--- config.mk ---
export PLATFORM = sky130hd
export DESIGN_NAME = control_address_sequencer_flat
export DESIGN_NICKNAME = d
export VERILOG_FILES = /design/src/rtl/control_address_sequencer_pkg.sv /design/src/rtl/control_address_sequencer_if.sv /design/src/rtl/control_address_sequencer_next_address_mux.sv /design/src/rtl/control_address_sequencer.sv /design/src/flat_wrapper.sv
export SDC_FILE = /design/constraint.sdc
export NUM_CORES = 1
export LEC_CHECK = 0
export CAP_MARGIN = 20
export CORE_ASPECT_RATIO = 1.4
export CORE_MARGIN = 1.5
export CORE_UTILIZATION = 25
export DETAILED_ROUTE_END_ITERATION = 10
export PLACE_DENSITY = 0.54
export SLEW_MARGIN = 30
export SYNTH_ARGS = -nofsm -noshare
export SYNTH_HDL_FRONTEND = slang
export SYNTH_SLANG_ARGS = --single-unit
--- constraint.sdc ---
create_clock -name clk -period 1.9 [get_ports clk]
set_input_delay 0.38 -clock clk [delete_from_list [all_inputs] [get_ports clk]]
set_output_delay 0.38 -clock clk [all_outputs]
set_load 0.05 [all_outputs]
--- src/rtl/control_address_sequencer_pkg.sv ---
// Shared control-unit constants: next-address source encodings used by both the
// next-state address selector and the control address sequencer.
package control_address_sequencer_pkg;

  typedef logic [1:0] sel_t;

  localparam sel_t SEL_ENCODER = 2'b00;
  localparam sel_t SEL_FETCH   = 2'b01;
  localparam sel_t SEL_CR      = 2'b10;
  localparam sel_t SEL_INCR    = 2'b11;

  localparam int WAIT_W = 8;

endpackage

--- src/rtl/control_address_sequencer_if.sv ---
// Sequencer control bus: address sources and hold come in, microaddress and
// timeout status go out.
interface control_address_sequencer_if
  import control_address_sequencer_pkg::*;
#(
  parameter int ADDR_W = 8
);
  sel_t              mux_select;
  logic [ADDR_W-1:0] encoder_addr;
  logic [ADDR_W-1:0] cr_addr;
  logic              hold;
  logic [ADDR_W-1:0] state;
  logic [ADDR_W-1:0] incr_addr;
  logic              wait_timeout;

  modport master (
    output mux_select, encoder_addr, cr_addr, hold,
    input  state, incr_addr, wait_timeout
  );

  modport slave (
    input  mux_select, encoder_addr, cr_addr, hold,
    output state, incr_addr, wait_timeout
  );
endinterface

--- src/rtl/control_address_sequencer_next_address_mux.sv ---
// 4:1 next-microaddress selector; purely combinational, registered by the caller.
module next_address_mux
  import control_address_sequencer_pkg::*;
#(
  parameter int ADDR_W     = 8,
  parameter int FETCH_ADDR = 1
) (
  input  sel_t              sel,
  input  logic [ADDR_W-1:0] encoder_addr,
  input  logic [ADDR_W-1:0] cr_addr,
  input  logic [ADDR_W-1:0] incr_addr,
  output logic [ADDR_W-1:0] next_addr
);
  localparam logic [ADDR_W-1:0] FETCH_A = ADDR_W'(FETCH_ADDR);

  always_comb begin
    next_addr = incr_addr;
    unique case (sel)
      SEL_ENCODER: next_addr = encoder_addr;
      SEL_FETCH:   next_addr = FETCH_A;
      SEL_CR:      next_addr = cr_addr;
      SEL_INCR:    next_addr = incr_addr;
      default:     next_addr = incr_addr;
    endcase
  end
endmodule

--- src/rtl/control_address_sequencer.sv ---
// Microprogram address sequencer: registered microaddress and incrementer, with a
// hold-driven wait counter that raises a sticky timeout flag.
module control_address_sequencer
  import control_address_sequencer_pkg::*;
#(
  parameter int ADDR_W     = 8,
  parameter int RESET_ADDR = 0,
  parameter int FETCH_ADDR = 1,
  parameter int MAX_WAIT   = 15
) (
  input logic                       clk,
  input logic                       reset,
  control_address_sequencer_if.slave bus
);
  localparam logic [ADDR_W-1:0] RST_A = ADDR_W'(RESET_ADDR);
  localparam logic [ADDR_W-1:0] ONE   = ADDR_W'(1);
  localparam logic [WAIT_W-1:0] MAX_W = WAIT_W'(MAX_WAIT);

  logic [ADDR_W-1:0] state_q, incr_q, next_addr;
  logic [WAIT_W-1:0] wait_cnt;
  logic              timeout_q;

  next_address_mux #(
    .ADDR_W     (ADDR_W),
    .FETCH_ADDR (FETCH_ADDR)
  ) u_mux (
    .sel          (bus.mux_select),
    .encoder_addr (bus.encoder_addr),
    .cr_addr      (bus.cr_addr),
    .incr_addr    (incr_q),
    .next_addr    (next_addr)
  );

  // Incrementer wraps naturally at ADDR_W bits; the timeout flag never stalls sequencing.
  always_ff @(posedge clk) begin
    if (reset) begin
      state_q   <= RST_A;
      incr_q    <= RST_A + ONE;
      wait_cnt  <= '0;
      timeout_q <= 1'b0;
    end else if (bus.hold) begin
      if (wait_cnt == MAX_W) timeout_q <= 1'b1;
      else                   wait_cnt  <= wait_cnt + WAIT_W'(1);
    end else begin
      wait_cnt <= '0;
      state_q  <= next_addr;
      incr_q   <= next_addr + ONE;
    end
  end

  assign bus.state        = state_q;
  assign bus.incr_addr    = incr_q;
  assign bus.wait_timeout = timeout_q;
endmodule

--- src/flat_wrapper.sv ---
// flat-port wrapper written by rule: the top's interface ports become plain ports
module control_address_sequencer_flat import control_address_sequencer_pkg::*;
#(
  parameter int ADDR_W     = 8,
  parameter int RESET_ADDR = 0,
  parameter int FETCH_ADDR = 1,
  parameter int MAX_WAIT   = 15
)
  (clk, reset, bus_mux_select, bus_encoder_addr, bus_cr_addr, bus_hold, bus_state, bus_incr_addr, bus_wait_timeout);
  control_address_sequencer_if #(.ADDR_W(ADDR_W)) bus_i ();
  input logic clk;
  input logic reset;
  input wire logic [$bits(bus_i.mux_select)-1:0] bus_mux_select;
  input wire logic [$bits(bus_i.encoder_addr)-1:0] bus_encoder_addr;
  input wire logic [$bits(bus_i.cr_addr)-1:0] bus_cr_addr;
  input wire logic [$bits(bus_i.hold)-1:0] bus_hold;
  output wire logic [$bits(bus_i.state)-1:0] bus_state;
  output wire logic [$bits(bus_i.incr_addr)-1:0] bus_incr_addr;
  output wire logic [$bits(bus_i.wait_timeout)-1:0] bus_wait_timeout;
  assign bus_i.mux_select = bus_mux_select;
  assign bus_i.encoder_addr = bus_encoder_addr;
  assign bus_i.cr_addr = bus_cr_addr;
  assign bus_i.hold = bus_hold;
  assign bus_state = bus_i.state;
  assign bus_incr_addr = bus_i.incr_addr;
  assign bus_wait_timeout = bus_i.wait_timeout;
  control_address_sequencer #(.ADDR_W(ADDR_W), .RESET_ADDR(RESET_ADDR), .FETCH_ADDR(FETCH_ADDR), .MAX_WAIT(MAX_WAIT)) u_core (.clk(clk), .reset(reset), .bus(bus_i));
endmodule
==> results.txt <==
----------------------------------------------------
[Synthesis]
  Flop and latch count out of synthesis ... 25
  Biggest area consumer among synthesized cells ... dfxtp_1
  Yosys top cell area share ... 37.31%
  Unique masters post-synth ... 40
  Fraction of registers with async set or reset after synthesis ... 0%
  Net count after synthesis ... 163
  Most used flip-flop cell after synthesis ... dfxtp_1
  Top post-synthesis cells by area ... dfxtp_1 (37%), nor2_1 (6.2%), mux2_4 (5.6%)
  Average cell area after synthesis ... 9.581 sq um
  Fraction of the yosys area taken by sequential cells ... 37.31%
  Number of synthesized flops with an enable pin ... 0
  Post-Synthesis Cells ... 140
  Combined area of all synthesized cells ... 1341 sq um
  Yosys warnings ... 0

[Critical path]
  Critical path data required time ... 1.52 ns
  Buffers plus inverters on the worst setup path ... 1
  CP Class ... reg2out
  Crit. End Element ... primary output
  Highest net fanout along the worst path ... 3
  Kind of start point of the critical path ... flip-flop
  Worst Path Arrival ... 1.45 ns
  Slowest library cell on the worst path ... clkdlybuf4s50_1
  Worst reg-to-reg path cell count ... 7
  Startpoint of the lowest-slack register-to-register path ... u_core.bus.incr_addr[1]
  Family with the most delay on the worst path ... buffers and inverters
  R2R Setup Slk ... 0.28 ns
  Worst path max stage delay ... 0.81 ns
  Reg-to-Reg End ... u_core.bus.incr_addr[4]
  Worst path cell trace ... clkdlybuf4s50_1

[Timing]
  Transition time of the tightest slew-check pin ... 0.4914 ns
  Final Max Slew Viols ... 0
  Clock period minus final worst setup slack ... 1.830 ns
  Final hold vios ... 0
  Unrepaired setup endpoints after global routing ... no
  Highest clock frequency the design can meet ... 546.5 MHz
  Setup violation total in the final timing report ... 0
  Normalized max-slew margin ... 67.14%
  Final Worst Setup Slack ... 0.07019 ns
  Hold_ws ... 0.4898 ns
  Part of the cycle the worst path needs ... 96.31%
  Clock skew ... 0.008275 ns

[Route]
  Starting DRT DRC Count ... 57
  DRC ... 0
  Number of vias per cell after detailed routing ... 4.541
  Post-route antenna net violation count ... 0
  Avg WL per Cell ... 12.57 um
  Detailed Route WL ... 3.368 mm
  Iteration count of the initial detailed-routing pass ... 4
  Vias ... 1217

[Min path]
  Endpoint of the worst hold path ... u_core.bus.wait_timeout
  Worst hold path cell count ... 2
  Class of the most critical hold timing path ... reg2reg
  Startpoint of the tightest hold check path ... u_core.bus.wait_timeout

[Floorplan]
  Initial core utilization ... 26.00%
  Core footprint ... 5159 sq um
  Row cnt ... 31
  Die height ... 89.67 um
  Area enclosed by the die boundary ... 5820 sq um
  Die boundary width ... 64.91 um
  Ports placed on the boundary ... 38

[Final layout]
  Number of filler cells placed in the layout ... 547
  Antenna Diode Count ... 0
  Area growth, synth to finish ... 49.16%
  Share of cells above drive strength 1 ... 32.67%
  Nets@finish ... 226

[Job]
  Max-cap check violation count ... 0

[Global routing]
  Global-route wire length before repair ... 5.616 mm
  Overall fraction of global-route tracks in use ... 12.49%
  Total congestion overflow after global routing ... 0
  Vias in the first global route ... 1219
  Largest net degree at the start of global routing ... 16
  Number of antenna violations at the first check in global routing ... 0

[Clock tree]
  Inserted Clock Buffers ... 3
  CTS Buffer Depth ... 2
  Clock tree from TritonCTS ... done
  Clock network latency to the later pin of the worst-skew pair ... 0.28 ns
  H-tree depth ... 1
  Root Buffer ... clkbuf_8
  Clock slew seen by the registers of the worst setup and hold paths ... 0.10 ns
  Clk sinks ... 25

[Run status]
  Status ... complete, no violations

[Place]
  Number of I/O port buffers ... 37
  Dpl ws ... -0.4381 ns
  Post-detail-place hpwl ... 2.713 mm
  Global placement routability congestion ... 0.7848

[Power]
  Leakage component of the power ... 0.0008679 uW
  Total power per unit cell area ... 630.9 nW/um^2
  Peak ir drop on the vdd network ... 0.0002466 V

----------------------------------------------------
-- report_power, final --
group / leakage, uW / total, uW / internal [uW] / switching (uW)
combinational: 0.000642 / 364 / 178 / 186
clock: 0.0000217 / 334 / 149 / 185
sequential: 0.000204 / 564 / 546 / 17.5
-- what timing repair did --
item	CTS	global route
buffers inserted	3	0
setup endpoints to repair	6	0
hold buffers	0	0
endpoints found under the hold margin	0	0
resized for setup	6	0
-- routing by layer --
layer | track usage (%) | share of wire (%)
met1 | 13.63 | 42
met2 | 23.90 | 54
met3 | 1.496 | 2.9
met4 | 5.803 | 1.9
met5 | 0 | 0
-- state kept, by name, indices dropped and copies added, names as in the netlist --
| register | count |
|---|---|
| u_core.bus.state | 8 |
| u_core.wait_cnt | 8 |
| u_core.bus.incr_addr | 8 |
| u_core.bus.wait_timeout | 1 |
-- synth_stat cells (2+ instances only) --
cell type,instances
or3_1,3
nand2_1,8
buf_6,2
nor2_1,22
clkbuf_1,6
xor2_1,3
o21bai_1,2
a21oi_1,11
a31oi_1,2
mux2i_1,6
nand4_1,3
xnor2_1,3
o211ai_2,2
mux2_4,5
nor3b_1,2
nor3_1,5
dfxtp_1,25
ha_1,2
nor2b_1,2
o22ai_1,2
a22oi_4,2
a22oi_2,2
a211o_1,2
mux2_2,2
-- worst max-delay path by stage --
| stage | from | to | slack, ns | depth (start not counted) |
|---|---|---|---|---|
| floorplan | u_core.bus.incr_addr[0] | u_core.bus.incr_addr[4] | 0.02 | 6 |
| global placement | bus_mux_select[0] | u_core.bus.incr_addr[4] | -0.45 | 9 |
| detailed placement | bus_mux_select[0] | u_core.bus.incr_addr[4] | -0.44 | 9 |
| CTS | u_core.bus.incr_addr[7] | bus_incr_addr[7] | 0.06 | 1 |
| global route | bus_mux_select[0] | u_core.bus.incr_addr[4] | 0.02 | 9 |
| finish | u_core.bus.incr_addr[7] | bus_incr_addr[7] | 0.07 | 1 |
-- cell usage in the layout, fill, tap and decap left out, drive strengths merged, types with 3 or more instances in the layout --
cell type / Yosys / routed
a21oi: 11 / 11
a22oi: 5 / 5
buf: 3 / 43
clkbuf: 6 / 3
clkdlybuf4s50: 0 / 22
dfxtp: 25 / 25
mux2: 7 / 7
mux2i: 6 / 6
nand2: 8 / 8
nand4: 3 / 3
nor2: 23 / 23
nor3: 5 / 5
or3: 3 / 3
xnor2: 3 / 3
xor2: 3 / 3
-- final cells by class --
class	instances	area, sq um	area share, %
multi-input cells	106	797.0	39.84
repair buffers	67	571.8	28.58
flip-flops and latches	25	500.5	25.02
well taps	66	82.58	4.128
clock buffers	3	41.29	2.064
clock inverters	1	7.507	0.3752
-- through the flow --
step	util [%]	power [uW]	TNS (ns)	cell area (sq um)	std cells
4_1_cts	38.78	1282	0	2001	268
2_1_floorplan	-	784.9	0	1341	140
6_report	38.78	1262	0	2001	268
5_1_grt	38.78	1324	0	2001	268
3_5_place_dp	37.13	937.7	-3.926	1916	261
3_3_place_gp	37.13	936.9	-3.528	1916	261
-- kinds of logic (layout without fill, tap and decap cells) --
group,count (synthesis),count (layout),synth area share [%]
XOR/XNOR,6,6,3.919
AND/OR/NAND/NOR,54,54,22.02
buffers and inverters,9,71,3.638
AO/OA/AOI/OAI,31,31,19.50
flip-flops,25,25,37.31
adder cells (fa/ha/maj),2,2,1.865
multiplexers,13,13,11.75
Note: power is estimated with default switching activity, not from simulation.
==> RTL edit 1: new RTL, config.mk and constraints unchanged <==
Set the package constant `WAIT_W` to 6 (it was 8).
--- a/src/rtl/control_address_sequencer_pkg.sv
+++ b/src/rtl/control_address_sequencer_pkg.sv
@@ -10,5 +10,5 @@
   localparam sel_t SEL_INCR    = 2'b11;
 
-  localparam int WAIT_W = 8;
+  localparam int WAIT_W = 6;
 
 endpackage
Function: same outputs for any inputs over 10 cycles, from zero or initial values and one cycle with reset high; that may be too few to reach the edited logic, so the function may still have changed.
==> RTL edit 1 against the original RTL <==
Combinational power shrank 6.0%; design area down 8.6%; critical endpoint is now u_core.bus.incr_addr[5]; area after synthesis fell by 14%; setup slack got worse by 0.026 ns; total power decreased by 7.1%; routed wire length shrank 3.7%; via count down 4.9%; synthesized cell count decreased by 5.7%; clock power fell by 7.5%; sequential cell count fell by 2; critical path type is now primary input to register; sequential share of layout area increased by 0.29 points.
==> RTL edit 1: results (changes against the original RTL) <==
| Metric | Value |
|---|---|
| Reg2Reg Capture Point | u_core.bus.incr_addr[5] |
| Peak supply drop | 257 uV (+4.2%) |
| Commonest cells post-synth | 26 x nor2_1, 23 x dfxtp_1, 8 x a21oi_1 |
| Top cells by area, synth | dfxtp_1 40%, nor2_1 8.5%, mux2i_1 4.4% |
| Final Wtd Congestion | 0.746 (-5.0%) |
| Skew-Pair Late Insertion Delay | 0.26 ns (-0.02 ns) |
| Syn_nets | 155 (-4.9%) |
| Depth of the worst register-to-register path | 6 (-1) |
| Largest net degree at the start of global routing | 27 (+11) |
| Adder-cell share of the synthesized area | 2.18% (+0.31 points) |
| GR Util met2 | 23.4% (-0.48 points) |
| Critical Path Max Stage Delay | 0.48 ns (-0.33 ns) |
| Post-Route WL | 3.25 mm (-3.7%) |
| HPWL Detailed | 2.55 mm (-6.1%) |
| Share of cells above drive strength 1 | 27.6% (-5.1 points) |
| Via density | 4.56 (+0.31%) |
| Clock root buffer | clkbuf_8 |
| Layout Nets | 216 (-4.4%) |
| Outcome | completed |
| DR WL/cell | 12.8 um (+1.7%) |
| First-pass GRT wire length | 5.50 mm (-2.1%) |
| Measured slew at the worst slew-check pin | 0.513 ns (+0.0221 ns) |
| Count of cell types in the netlist | 38 (-5.0%) |
| Placed cell areas | 0.00173 mm2 (-9.9%) |
| Gr usage total | 13.8% (+1.4 points) |
| Met3 Usage GRT | 1.56% (+0.061 points) |
| Count of input and output buffers | 37 (unchanged) |
| Pre-CTS setup slack | -0.717 ns (-0.279 ns) |
| Met1 usage | 17.6% (+4.0 points) |
| Post-synthesis mux area share | 11.2% (-0.53 points) |
| Setup crit start | bus_encoder_addr[1] |
| Crit-path slowest cell | clkdlybuf4s50_1 |
| Hold WS | 0.478 ns (-0.0115 ns) |
| Worst setup margin | 0.0443 ns (-0.0259 ns) |
| R2R Setup Slk | 0.17 ns (-0.11 ns) |
| Post-CTS setup buffers | 0 (-3) |
| Clock Skews | 0.00586 ns (-0.00241 ns) |
| Crit end category | register |
| Leak pwr | 0.000770 uW (-11%) |
| Switching power | 360 uW (-7.5%) |
==> RTL edit 1: cell count changes after synthesis, sizes merged, moves of 2 or more <==
cell,change
a21oi,-3
or3,-2
dfxtp,-2
nand4,-2
nor2,+4
nor3b,-2
inv,+3
a31oi,-2
==> RTL edit 1: logic make-up (layout without fill, tap and decap cells) <==
logic type,Yosys count,count (layout)
AO/OA/AOI/OAI,27,27
XOR/XNOR,5,5
AND/OR/NAND/NOR,53,53
buffers and inverters,10,70
multiplexers,12,12
adder cells (fa/ha/maj),2,2
flip-flops,23,23
==> RTL edit 1: critical path: cells and delay by family <==
| kind | cells | cell delay [ns] |
|---|---|---|
| compound gates | 2 | 0.18 |
| simple gates | 2 | 0.86 |
| buf+inv | 2 | 0.62 |
==> RTL edit 1: cell type report <==
type	count	area [um2]
fill	462	2630
multi-input combinational	99	683
timing repair buffer	63	548
sequential	23	463
tap	62	77.6
clock buffer	3	41.3
inverter	3	11.3
clock inverter	1	5.00
==> RTL edit 1: per-stage QoR <==
stage	TNS, ns	total power (uW)	util (%)
after floorplan	0	710	-
after global placement	-4.84	857	38.7
after detailed placement	-5.59	862	38.7
after CTS	-0.00140	1180	40.3
after global routing	-0.00191	1240	41.0
final	0	1170	41.0
==> RTL edit 1: metal layers <==
| metal | vias up | part of all wire (%) |
|---|---|---|
| met5 | - | 0 |
| met4 | 0 | 1.6 |
| met3 | 4 | 2.9 |
| met2 | 26 | 52 |
| met1 | 541 | 44 |
| li1 | 586 | - |
==> RTL edit 1: power by group through the flow <==
stage | registers, uW | clock network [uW] | logic [uW]
after floorplan | 599 | 0 | 110
after detailed placement | 533 | 0 | 330
after CTS | 522 | 325 | 338
after global routing | 524 | 345 | 367
final | 521 | 309 | 342
after global placement | 532 | 0 | 325
==> RTL edit 2: new RTL, config.mk and constraints unchanged <==
Made on the original files. Make the reset (`reset`) asynchronous in one clocked block.
--- a/src/rtl/control_address_sequencer.sv
+++ b/src/rtl/control_address_sequencer.sv
@@ -33,5 +33,5 @@
 
   // Incrementer wraps naturally at ADDR_W bits; the timeout flag never stalls sequencing.
-  always_ff @(posedge clk) begin
+  always_ff @(posedge clk or posedge reset) begin
     if (reset) begin
       state_q   <= RST_A;
Behaviour: differs if reset is asserted again (counterexample within 4 cycles, from zero or initial values and one cycle with reset high); with reset held inactive, the same outputs for 10 cycles.
==> RTL edit 2 against the original RTL <==
Cell count fell by 12%; sequential power rose by 12%; die area fell by 2.0%; routed wire length fell by 3.1%; clock skew rose by 0.00059 ns; core utilization fell by 1.7 points; design area fell by 5.1%; critical path depth did not move; area after synthesis fell by 2.1%; sequential cell count did not move; total power rose by 19%; setup slack got worse by 0.012 ns; clock power fell by 7.5%.
==> RTL edit 2: results (changes against the original RTL) <==
| Metric | Value |
|---|---|
| Filler cells | 521 (-4.8%) |
| Post-synthesis mux area share | 12.1% (+0.34 points) |
| XOR/XNOR share of the synthesized area | 4.67% (+0.75 points) |
| Multi-input comb cells | 86 (-19%) |
| Placed cell areas | 0.00181 mm2 (-5.6%) |
| Multi-input gate share of the layout cell area | 34.8% (-5.1 points) |
| Sequential cell area | 627 um2 (+25%) |
| Share of cells above drive strength 1 | 31.0% (-1.7 points) |
| Clock power share | 20.6% (-5.9 points) |
| WL met1 | 1.25 mm (-11%) |
| NonClk Buf Share | 24.8% (-3.7 points) |
| Slew margin rel. | 66.3% (-0.82 points) |
| Largest net degree at the start of global routing | 26 (+10) |
| HPWL Detailed | 2.54 mm (-6.2%) |
| Peak supply drop | 238 uV (-3.5%) |
| Compound-Gate Fraction of Synth Area | 15.8% (-3.7 points) |
| Inst Count DP | 233 (-11%) |
| Gr usage total | 12.0% (-0.48 points) |
| Seq pwr share | 42.2% (-2.5 points) |
| Pwr Total | 1500 uW (+19%) |
| Filler-free cell count of the finished design | 237 (-12%) |
| Ys async rst share | 100% (+100 points) |
| Area delta synth->final | 44.6% |
| Final Wtd Congestion | 0.724 (-7.8%) |
| Count of cell types in the netlist | 39 (-2.5%) |
| GR Util met2 | 23.4% (-0.51 points) |
| HP Class | primary input to async pin |
| Depth of the worst register-to-register path | 6 (-1) |
| Adder-cell share of the synthesized area | 1.90% (+0.039 points) |
| Outcome | completed |
| DR WL/cell | 13.8 um (+9.5%) |
| Vias in the first global route | 1186 (-2.7%) |
| Inverters excl. clock | 3 (+3) |
| Starting DRT DRC Count | 45 (-21%) |
| Seq/Total Area, Yosys | 47.7% (+10 points) |
| Commonest cells post-synth | 24 x dfrtp_1, 10 x mux2_2, 10 x nor2_1 |
| Syn avg cell area | 10.8 um2 (+12%) |
## RTL edit 2: cell count changes after synthesis, sizes merged, moves of 4 or more
cell   delta
mux2      +5
a21oi     -5
nor2     -12
mux2i     -4
nor3      -4
o21ai     +5
dfrtp    +24
dfxtp    -25
## RTL edit 2: what timing repair did
item                                    CTS  global route
endpoints found under the setup margin    5             2
gates resized for setup                  10             2
setup buffers                             0             0
hold endpoints to repair                  0             0
pin swaps                                 2             0
## RTL edit 2: path summary, 6_finish.rpt
check,startpoint,endpoint,slack (ns)
worst max-delay path,u_core.bus.incr_addr[5],bus_incr_addr[5],0.06
worst min-delay path,reset,u_core.bus.state[2],0.44
worst max register to register,u_core.bus.incr_addr[0],u_core.bus.incr_addr[6],0.17
worst min register to register,u_core.bus.state[0],u_core.bus.state[0],0.48
max in group asynchronous,reset,u_core.bus.incr_addr[0],1.17
min in group clk,u_core.bus.state[0],u_core.bus.state[0],0.48
